==> config.mk <==
export PLATFORM = sky130hd
export DESIGN_NAME = gray_ptr_sync
export DESIGN_NICKNAME = d
export VERILOG_FILES = /design/src/rtl/gray_ptr_sync.sv
export SDC_FILE = /design/constraint.sdc
export NUM_CORES = 1
export LEC_CHECK = 0
export ABC_AREA = 1
export CORE_UTILIZATION = 50
export CTS_BUF_LIST = sky130_fd_sc_hd__clkbuf_4 sky130_fd_sc_hd__clkbuf_8
export CTS_CLUSTER_SIZE = 8
export DETAILED_ROUTE_END_ITERATION = 12
export PLACE_DENSITY = 0.84
export SYNTH_ARGS = -nofsm -noshare
export SYNTH_HDL_FRONTEND = slang
export SYNTH_SLANG_ARGS = --single-unit
==> constraint.sdc <==
create_clock -name clk -period 2.5 [get_ports clk]
set_clock_uncertainty 0.1 [all_clocks]
set_input_delay 0.5 -clock clk [delete_from_list [all_inputs] [get_ports clk]]
set_output_delay 0.5 -clock clk [all_outputs]
set_load 0.01 [all_outputs]
==> src/rtl/gray_ptr_sync.sv <==
// ============================================================================
// Module   : gray_ptr_sync
// Purpose  : Multi-stage clock-domain-crossing synchroniser for Gray-coded
//            FIFO pointers. Re-times a foreign-domain Gray pointer through
//            STAGES flops and converts it to binary. Also produces an update
//            pulse and the pointer advance since the previous update, so that
//            full/empty/level logic needs no local subtractor.
// Revision : 1.0 - initial release
// ----------------------------------------------------------------------------
// Parameters:
//   ADDR_WIDTH : FIFO address width; pointer width PW = ADDR_WIDTH + 1
//   STAGES     : synchroniser depth, 2..4 (anything else fails elaboration)
//   RESET_VAL  : Gray reset value of every synchroniser stage (PW bits)
// Ports:
//   clk         in   1   local-domain clock, rising edge
//   rst         in   1   asynchronous active-high reset
//   async_gray  in   PW  Gray pointer from the foreign domain
//   err_clr     in   1   synchronous clear of gray_err
//   sync_gray   out  PW  last synchroniser stage
//   sync_bin    out  PW  registered binary equivalent of sync_gray
//   ptr_changed out  1   one-cycle pulse when sync_bin takes a new value
//   ptr_delta   out  PW  (new sync_bin - previous sync_bin) mod 2^PW
//   gray_err    out  1   sticky "more than one Gray bit changed" flag
// Optional feature:
//   GRAY_PTR_SYNC_CHECK_EN : when defined, compiles in the Gray coherence
//                            checker; otherwise gray_err is tied low.
// ============================================================================
`default_nettype none

module gray_ptr_sync #(
    parameter int                  ADDR_WIDTH = 4,
    parameter int                  STAGES     = 2,
    parameter logic [ADDR_WIDTH:0] RESET_VAL  = '0
) (
    input  logic                  clk,
    input  logic                  rst,
    input  logic [ADDR_WIDTH:0]   async_gray,
    input  logic                  err_clr,
    output logic [ADDR_WIDTH:0]   sync_gray,
    output logic [ADDR_WIDTH:0]   sync_bin,
    output logic                  ptr_changed,
    output logic [ADDR_WIDTH:0]   ptr_delta,
    output logic                  gray_err
);

    localparam int PW = ADDR_WIDTH + 1;

    function automatic logic [PW-1:0] gray2bin(input logic [PW-1:0] g);
        logic [PW-1:0] b;
        b[PW-1] = g[PW-1];
        for (int i = PW - 2; i >= 0; i--) begin
            b[i] = b[i+1] ^ g[i];
        end
        return b;
    endfunction

    localparam logic [PW-1:0] C_BIN_RST = gray2bin(RESET_VAL);

    generate
        if (STAGES < 2 || STAGES > 4) begin : g_bad_stages
            $error("gray_ptr_sync: STAGES must be in 2..4");
        end
    endgenerate

    // ------------------------------------------------------------------------
    // Synchroniser chain. Each stage carries the whole pointer; because only
    // one Gray bit moves per foreign clock, a metastable first stage can only
    // settle to the old or the new pointer, never a blend of the two.
    // ------------------------------------------------------------------------
    logic [PW-1:0] r_stage [STAGES];

    always_ff @(posedge clk or posedge rst) begin
        if (rst) begin
            r_stage[0] <= RESET_VAL;
        end else begin
            r_stage[0] <= async_gray;
        end
    end

    generate
        for (genvar g = 1; g < STAGES; g++) begin : g_stage
            always_ff @(posedge clk or posedge rst) begin
                if (rst) begin
                    r_stage[g] <= RESET_VAL;
                end else begin
                    r_stage[g] <= r_stage[g-1];
                end
            end
        end
    endgenerate

    assign sync_gray = r_stage[STAGES-1];

    // ------------------------------------------------------------------------
    // Binary conversion and change tracking. r_prev lags sync_gray by one
    // cycle, so a change is seen exactly once per distinct synchronised value
    // and lines up with the cycle in which r_bin picks up the new value.
    // ------------------------------------------------------------------------
    logic [PW-1:0] w_bin;
    logic          w_change;
    logic [PW-1:0] r_prev;
    logic [PW-1:0] r_bin;
    logic          r_changed;
    logic [PW-1:0] r_delta;

    assign w_bin    = gray2bin(sync_gray);
    assign w_change = (sync_gray != r_prev);

    always_ff @(posedge clk or posedge rst) begin
        if (rst) begin
            r_prev    <= RESET_VAL;
            r_bin     <= C_BIN_RST;
            r_changed <= 1'b0;
            r_delta   <= '0;
        end else begin
            r_prev    <= sync_gray;
            r_bin     <= w_bin;
            r_changed <= w_change;
            // Modulo-2^PW subtraction: a wrap (e.g. 31 -> 0) yields a small
            // positive advance rather than a negative number.
            r_delta   <= w_change ? (w_bin - r_bin) : '0;
        end
    end

    assign sync_bin    = r_bin;
    assign ptr_changed = r_changed;
    assign ptr_delta   = r_delta;

`ifdef GRAY_PTR_SYNC_CHECK_EN
    // ------------------------------------------------------------------------
    // Coherence checker: count the bits that moved between consecutive
    // synchronised values; more than one means the foreign side broke the
    // Gray discipline (or the crossing is unconstrained).
    // ------------------------------------------------------------------------
    logic [PW-1:0] w_diff;
    logic [7:0]    w_ones;
    logic          w_multi;
    logic          r_err;

    assign w_diff = sync_gray ^ r_prev;

    always_comb begin
        w_ones = 8'd0;
        for (int i = 0; i < PW; i++) begin
            w_ones = w_ones + {7'd0, w_diff[i]};
        end
        w_multi = (w_ones > 8'd1);
    end

    // Set has priority over clear so a fresh error is never lost.
    always_ff @(posedge clk or posedge rst) begin
        if (rst) begin
            r_err <= 1'b0;
        end else if (w_multi) begin
            r_err <= 1'b1;
        end else if (err_clr) begin
            r_err <= 1'b0;
        end
    end

    assign gray_err = r_err;
`else
    logic w_unused_err_clr;
    assign w_unused_err_clr = err_clr;
    assign gray_err         = 1'b0;
`endif

endmodule

`default_nettype wire

==> impl_metrics.py, run 1 <==
metrics = {
    "setup_path": {
        "cpMaxStageDelayCell": "dfrtp_2",
        "cp_max_fo": 6,
        "cp_data_arrival_time_ps": 2440,
        "critical_path.max_stage_delay_ps": 470,
        "r2r_slack_ps": 160,
        "setup.worst_path.start_class": "flip-flop",
        "reg2reg_to": "ptr_delta[4]",
        "path_cells": "inv_1 -> nand2_1 -> nand3_2 -> nand2_2 -> nand2_2 -> nand2_2 -> nand2_1 -> nand2_2 -> inv_2 -> ha_1 -> inv_1 -> fa_1 -> nand2_1 -> nand2_1 -> a21oi_1 -> xor2_1 -> nor2_1",
        "worstSetupPathType": "reg2reg",
        "rr_worst_depth": 17,
        "timing.rr.start": "sync_gray[3]",
        "end_kind": "flip-flop",
        "required_ps": 2600,
        "worst-path-buf-inv": 3,
        "crit_family": "simple AND/OR/NAND/NOR gates",
    },
    "final_layout": {
        "diodes": 0,
        "syn_to_final_growth_pct": 22.66,
        "finalNonFillerCells": 142,
        "drive_gt1_frac": 0.1739,
        "nFillCells": 162,
        "final_cell_area_mm2": 0.001294,
        "final_nets": 129,
    },
    "clock_tree": {
        "clk_latency_ps": 310,
        "cts_inserted_buffers": 3,
        "post-cts-setup-buffers": 0,
        "path_clk_slew_ps": 120,
        "cts.path.max_buffers": 2,
        "htreeDepth": 1,
        "root_buffer": "clkbuf_4",
        "clkSinkCount": 25,
        "cts_tree": "built",
    },
    "sta": {
        "timing.final.crit_share": 0.9354,
        "setup_violations": 0,
        "slew_viol_final": 0,
        "fmax_mhz": 427.6,
        "period_minus_slack_ps": 2339,
        "rsz0062_at_grt": "false",
        "fin_hold_ws_ps": 264.9,
        "hold_viol": 0,
        "fin_tns_setup_ps": 0,
    },
    "placed_design": {
        "gp_congestion": 0.7870,
        "place_area_mm2": 0.001264,
        "hpwl_mm": 1.040,
        "dp.cells": 138,
        "io_buffers": 22,
    },
    "power": {
        "vdd_drop_max_mv": 0.4006,
        "switchingPower_w": 0.0002303,
        "switching_share": 0.2691,
        "p_clk_frac": 0.202,
        "pwr-share-comb": 0.252,
        "intPower_w": 0.0006253,
        "powerDensity_mw_per_mm2": 661.3,
        "p_leak_nw": 0.6324,
        "seq_power_share": 0.546,
    },
    "floorplan": {
        "initial_core_util": 0.5322,
        "io_pins": 25,
        "die_h_um": 47.93,
        "core-area_mm2": 0.001982,
        "fp-row-count": 16,
        "dieArea_mm2": 0.002297,
        "die_width_um": 47.93,
    },
    "yosys": {
        "netlist.area_leader.share": 0.5931,
        "synth_edf_count": 0,
        "synth_area_leaders": "dfrtp_1 59%, inv_1 5.3%, buf_4 5.0%",
        "syn_area_per_cell_um2": 11.10,
        "synth_cell_type_count": 19,
        "synth_flop_cell": "dfrtp_1",
        "ys_seq_elements": 25,
        "ys_seq_area_frac": 0.5931,
        "synth_warnings": 0,
        "yosys.area.top_type": "dfrtp_1",
        "synth_nets": 108,
        "async_reset_ff_frac": 1.000,
        "syn_area_mm2": 0.001055,
        "netlist_instances": 95,
        "synth_common_cells": "25 x dfrtp_1, 15 x inv_1, 14 x nand2_1, 7 x buf_4, 6 x nand2_2",
        "yosysMostFrequentCell": "dfrtp_1",
    },
    "route": {
        "detail-route-antenna-nets": 0,
        "drc": 0,
        "wl_mm": 1.348,
        "num_vias": 640,
        "wl_per_cell_um": 9.493,
        "first_iter_violations": 2,
        "drt_pass1_iterations": 2,
        "vias_per_cell": 4.507,
    },
    "global_routing": {
        "grt_usage": 0.1486,
        "gr-total-overflow": 0,
        "grt_pass1_wl_mm": 2.249,
        "grt_max_degree": 26,
        "grt_pass1_vias": 589,
        "antenna_found_initial": 0,
    },
    "run_status": {
        "status": "finished, final reports clean",
    },
    "worst_hold_path": {
        "hold_path_class": "reg2reg",
        "hold_path_end": "sync_gray[4]",
        "hp-start": "r_stage[9]",
        "worstHoldPathCells": 0,
    },
    "run": {
        "maxCapViolations": 0,
    },
}
-- per-stage QoR --
| step | power [W] | utilization | worst slack, ps |
|---|---|---|---|
| 2_1_floorplan | 0.0006013 | - | 324.2 |
| 3_3_place_gp | 0.0006864 | 0.6376 | 198.6 |
| 3_5_place_dp | 0.0006955 | 0.6376 | 121.2 |
| 4_1_cts | 0.0008710 | 0.6515 | 100.7 |
| 5_1_grt | 0.0009155 | 0.6528 | 33.07 |
| 6_report | 0.0008556 | 0.6528 | 161.4 |
-- registers in the layout, indices dropped and copies added (netlist names) --
name         flops
sync_bin         5
ptr_changed      1
r_prev           4
ptr_delta        5
r_stage          5
sync_gray        5
-- power groups by stage --
stage | clock network [W] | logic (W) | registers [W]
global placement | 0 | 0.000212 | 0.000474
CTS | 0.000183 | 0.000220 | 0.000468
global route | 0.000196 | 0.000245 | 0.000474
finish | 0.000172 | 0.000216 | 0.000467
floorplan | 0 | 0.000109 | 0.000492
detailed placement | 0 | 0.000219 | 0.000476
-- final cells by class --
type / instances / area, um^2 / share of cell area
sequential: 25 / 628.1 / 0.4855
multi-input combinational: 46 / 312.8 / 0.2418
timing repair buffer: 23 / 227.7 / 0.1760
inverter: 17 / 63.81 / 0.04932
tap: 27 / 33.78 / 0.02611
clock buffer: 3 / 22.52 / 0.01741
clock inverter: 1 / 5.005 / 0.003868
-- cell families after synthesis --
group	count (synthesis)	synth area share
and+or+nand+nor	33	0.1649
DFF	25	0.5931
buffers and inverters	24	0.1103
xor gates and xnor gates	6	0.05695
adders and majority gates	5	0.06643
AOI/OAI and AO/OA	1	0.004740
other	1	0.003555
-- worst max-delay path by stage --
stage / from / endpoint / slack (ps) / depth (start not counted)
2_1_floorplan: sync_gray[4] / ptr_delta[4] / 320 / 16
3_3_place_gp: sync_gray[4] / ptr_delta[4] / 200 / 16
3_5_place_dp: sync_gray[3] / ptr_delta[4] / 120 / 16
4_1_cts: sync_gray[3] / ptr_delta[4] / 100 / 16
5_1_grt: sync_gray[3] / ptr_delta[4] / 30 / 17
6_report: sync_gray[3] / ptr_delta[4] / 160 / 17
-- what timing repair did --
| action | 4_1_cts | 5_1_grt |
|---|---|---|
| gates resized for setup | 0 | 2 |
| setup endpoints to repair | 0 | 1 |
| hold buffers | 0 | 0 |
-- per-layer routing --
| metal | track usage | vias to the layer above | share of wire |
|---|---|---|---|
| li1 | - | 316 | - |
| met1 | 0.1585 | 303 | 0.40 |
| met2 | 0.2676 | 19 | 0.56 |
| met3 | 0.02264 | 2 | 0.035 |
| met4 | 0.1000 | 0 | 0.0067 |
| met5 | 0 | - | 0 |
-- placed cells by master, fill, tap and decap left out --
master / n
fa_1: 1
inv_1: 15
nand3_2: 2
clkdlybuf4s50_1: 22
inv_2: 2
or2_2: 1
nand2_1: 14
nor3_4: 1
xor2_1: 2
ha_1: 4
nand2_2: 6
conb_1: 1
xnor2_1: 3
dfrtp_1: 23
nor2_1: 5
nand3_1: 3
xnor2_2: 1
clkinv_2: 1
buf_4: 1
dfrtp_2: 2
a21oi_1: 1
nand3b_1: 1
clkbuf_4: 3
-- worst reg2reg max path, cell delays in order (launching register included) --
cell and delay [ps]:
dfrtp_2 470, inv_1 90, nand2_1 80, nand3_2 80, nand2_2 60, nand2_2 60
nand2_2 50, nand2_1 60, nand2_2 60, inv_2 40, ha_1 130, inv_1 60
fa_1 400, nand2_1 80, nand2_1 50, a21oi_1 150, xor2_1 150, nor2_1 50
(Power assumes the default switching activity.)
==> inputs of run 2 (changes only) <==
--- a/config.mk
+++ b/config.mk
@@ -6,11 +6,11 @@
 export NUM_CORES = 1
 export LEC_CHECK = 0
 export ABC_AREA = 1
-export CORE_UTILIZATION = 50
+export CORE_UTILIZATION = 45
 export CTS_BUF_LIST = sky130_fd_sc_hd__clkbuf_4 sky130_fd_sc_hd__clkbuf_8
 export CTS_CLUSTER_SIZE = 8
 export DETAILED_ROUTE_END_ITERATION = 12
-export PLACE_DENSITY = 0.84
+export PLACE_DENSITY = 0.8
 export SYNTH_ARGS = -nofsm -noshare
 export SYNTH_HDL_FRONTEND = slang
 export SYNTH_SLANG_ARGS = --single-unit
==> constraint.sdc (replaced) <==
create_clock -name clk -period 1.9 [get_ports clk]
set_clock_uncertainty 0.1 [all_clocks]
set_input_delay 0.38 -clock clk [delete_from_list [all_inputs] [get_ports clk]]
set_output_delay 0.38 -clock clk [all_outputs]
set_load 0.01 [all_outputs]
==> run 2 against run 1 <==
Effect of this change: hold slack better by 4.6 ps; count of clock-buffer cells in the layout up 1; wire length grew 19%; largest power group unchanged; clock power is 41% higher; fmax is 6.8% higher; sequential power grew 32%; the run now ends with negative setup slack left.
==> impl_metrics.py, run 2 (same netlist as run 1, synthesis figures left out) <==
metrics = {
    "sta": {
        "fmax_mhz": 456.9,
        "slew_viol_final": 0,
        "setup_ws_ps": -288.9,
        "hold_viol": 0,
        "rsz0062_at_grt": "true",
        "timing.final.crit_share": 1.152,
        "fin_hold_ws_ps": 269.6,
        "period_minus_slack_ps": 2189,
        "setup_violations": 3,
    },
    "route": {
        "wl_mm": 1.606,
        "wl_met2_um": 977,
        "drc": 0,
        "vias_per_cell": 4.506,
        "drt_pass1_iterations": 2,
        "routed.top_layer": "met4",
        "first_iter_violations": 3,
        "detail-route-antenna-nets": 0,
        "num_vias": 703,
        "wl_met1_um": 558,
        "wl_met3_um": 53,
        "wl_per_cell_um": 10.29,
    },
    "floorplan": {
        "core-area_mm2": 0.002212,
        "dieArea_mm2": 0.002542,
        "fp-row-count": 17,
        "initial_core_util": 0.4768,
        "die_width_um": 50.42,
        "io_pins": 25,
        "die_h_um": 50.42,
    },
    "global_routing": {
        "gr-total-overflow": 0,
        "grt_max_degree": 26,
        "antenna_found_initial": 0,
        "grt_usage": 0.1633,
        "grt_pass1_vias": 752,
        "grt_pass1_wl_mm": 2.980,
    },
    "power": {
        "intPower_w": 0.0008802,
        "vdd_drop_max_mv": 0.5863,
        "powerDensity_mw_per_mm2": 833.4,
        "seq_power_share": 0.510,
        "p_clk_frac": 0.201,
        "switchingPower_w": 0.0003242,
        "power_w": 0.001204,
        "p_leak_nw": 0.7341,
        "switching_share": 0.2692,
        "pwr-share-comb": 0.289,
    },
    "clock_tree": {
        "clkSinkCount": 25,
        "cts.path.max_buffers": 2,
        "cts_hold_buf": 0,
        "cts_inserted_buffers": 3,
        "cts_tree": "built",
        "path_clk_slew_ps": 130,
        "root_buffer": "clkbuf_4",
        "htreeDepth": 1,
        "clk_latency_ps": 310,
    },
    "final_layout": {
        "drive_gt1_frac": 0.3359,
        "syn_to_final_growth_pct": 37.01,
        "mostFrequentLayoutCell": "dfrtp_1",
        "final_cell_mix": "24 x dfrtp_1, 18 x clkdlybuf4s50_1, 13 x buf_4",
        "final_nets": 142,
        "diodes": 0,
        "finalNonFillerCells": 156,
        "nFillCells": 186,
        "final_cell_area_mm2": 0.001445,
    },
    "setup_path": {
        "crit_top_cell": "nand2_2",
        "setup.worst_path.start_class": "flip-flop",
        "critical_path.max_stage_delay_ps": 440,
        "rr_worst_depth": 17,
        "path_cells": "inv_2 -> nand2_2 -> nand3_2 -> nand2_2 -> nand2_2 -> nand2_2 -> nand2_2 -> nand2_2 -> inv_2 -> ha_4 -> inv_2 -> fa_2 -> nand2_1 -> nand2_1 -> a21oi_2 -> xor2_1 -> nor2_1",
        "worstSetupPathType": "reg2reg",
        "cpMaxStageDelayCell": "dfrtp_1",
        "end_kind": "flip-flop",
        "cp_data_arrival_time_ps": 2290,
        "cp_max_fo": 4,
        "required_ps": 2000,
    },
    "worst_hold_path": {
        "worstHoldPathCells": 0,
        "hold_path_class": "reg2reg",
    },
    "run_status": {
        "status": "finished with violations",
        "violations": "negative setup slack",
    },
    "placed_design": {
        "hpwl_mm": 1.182,
        "dp.cells": 148,
        "gp_congestion": 0.7424,
        "place_area_mm2": 0.001345,
        "post-place-ws_ps": -321.0,
        "io_buffers": 22,
    },
    "run": {
        "maxCapViolations": 0,
    },
}
run 2: cell types whose count changed in the layout (fill, tap and decap cells not counted), sizes merged:
cell	delta
dlygate4sd2	+1
dlymetal6s2s	+3
clkdlybuf4s50	-4
clkinv	-1
clkbuf	+1
buf	+13
run 2: final timing paths:
path / from / end / slack [ps]
hold reg to reg: r_stage[5] / sync_gray[0] / 270
hold / removal: r_stage[5] / sync_gray[0] / 270
setup reg to reg: sync_gray[3] / ptr_delta[4] / -290
setup / recovery: sync_gray[3] / ptr_delta[4] / -290
min in group asynchronous: rst / sync_gray[0] / 300
max in group asynchronous: rst / sync_gray[4] / 1140
run 2: metrics by stage:
stage | utilization | setup TNS (ps)
3_3_place_gp | 0.6080 | -400.6
5_1_grt | 0.6533 | -1133
4_1_cts | 0.6431 | -595.5
6_report | 0.6533 | -625.9
3_5_place_dp | 0.6080 | -656.5
2_1_floorplan | - | -229.2
run 2: layout make-up:
| type | count | area, um^2 | area share |
|---|---|---|---|
| multi-input combinational | 46 | 351.6 | 0.2433 |
| sequential | 25 | 626.9 | 0.4338 |
| clock buffer | 4 | 30.03 | 0.02078 |
| tap | 28 | 35.03 | 0.02424 |
| inverter | 17 | 66.31 | 0.04589 |
| timing repair buffer | 36 | 335.3 | 0.2320 |
run 2: power by group through the flow:
stage | combinational [W] | clock [W] | sequential (W)
floorplan | 0.000149 | 0 | 0.000648
global placement | 0.000309 | 0 | 0.000621
detailed placement | 0.000319 | 0 | 0.000625
CTS | 0.000346 | 0.000254 | 0.000615
global route | 0.000386 | 0.000277 | 0.000621
finish | 0.000348 | 0.000242 | 0.000615
run 2: timing repair:
action                                  in CTS  in global routing
setup buffers                                3                  1
resized for setup                            8                  7
pin swaps                                    1                  2
endpoints found under the setup margin       4                  7
run 2: per-layer routing:
layer  vias to the layer above  GRT usage
met4                         0    0.09722
li1                        341          -
met1                       339     0.1543
met3                         2    0.01818
met2                        21     0.3267
met5                         -          0
run 2: critical path: cells and delay by family, from the launching register on:
family          cells  cell delay (ps)
compound gates      1              130
xor+xnor            1              150
fa+ha+maj           2              460
buf+inv             3              190
flops               1              440
simple gates       10              620
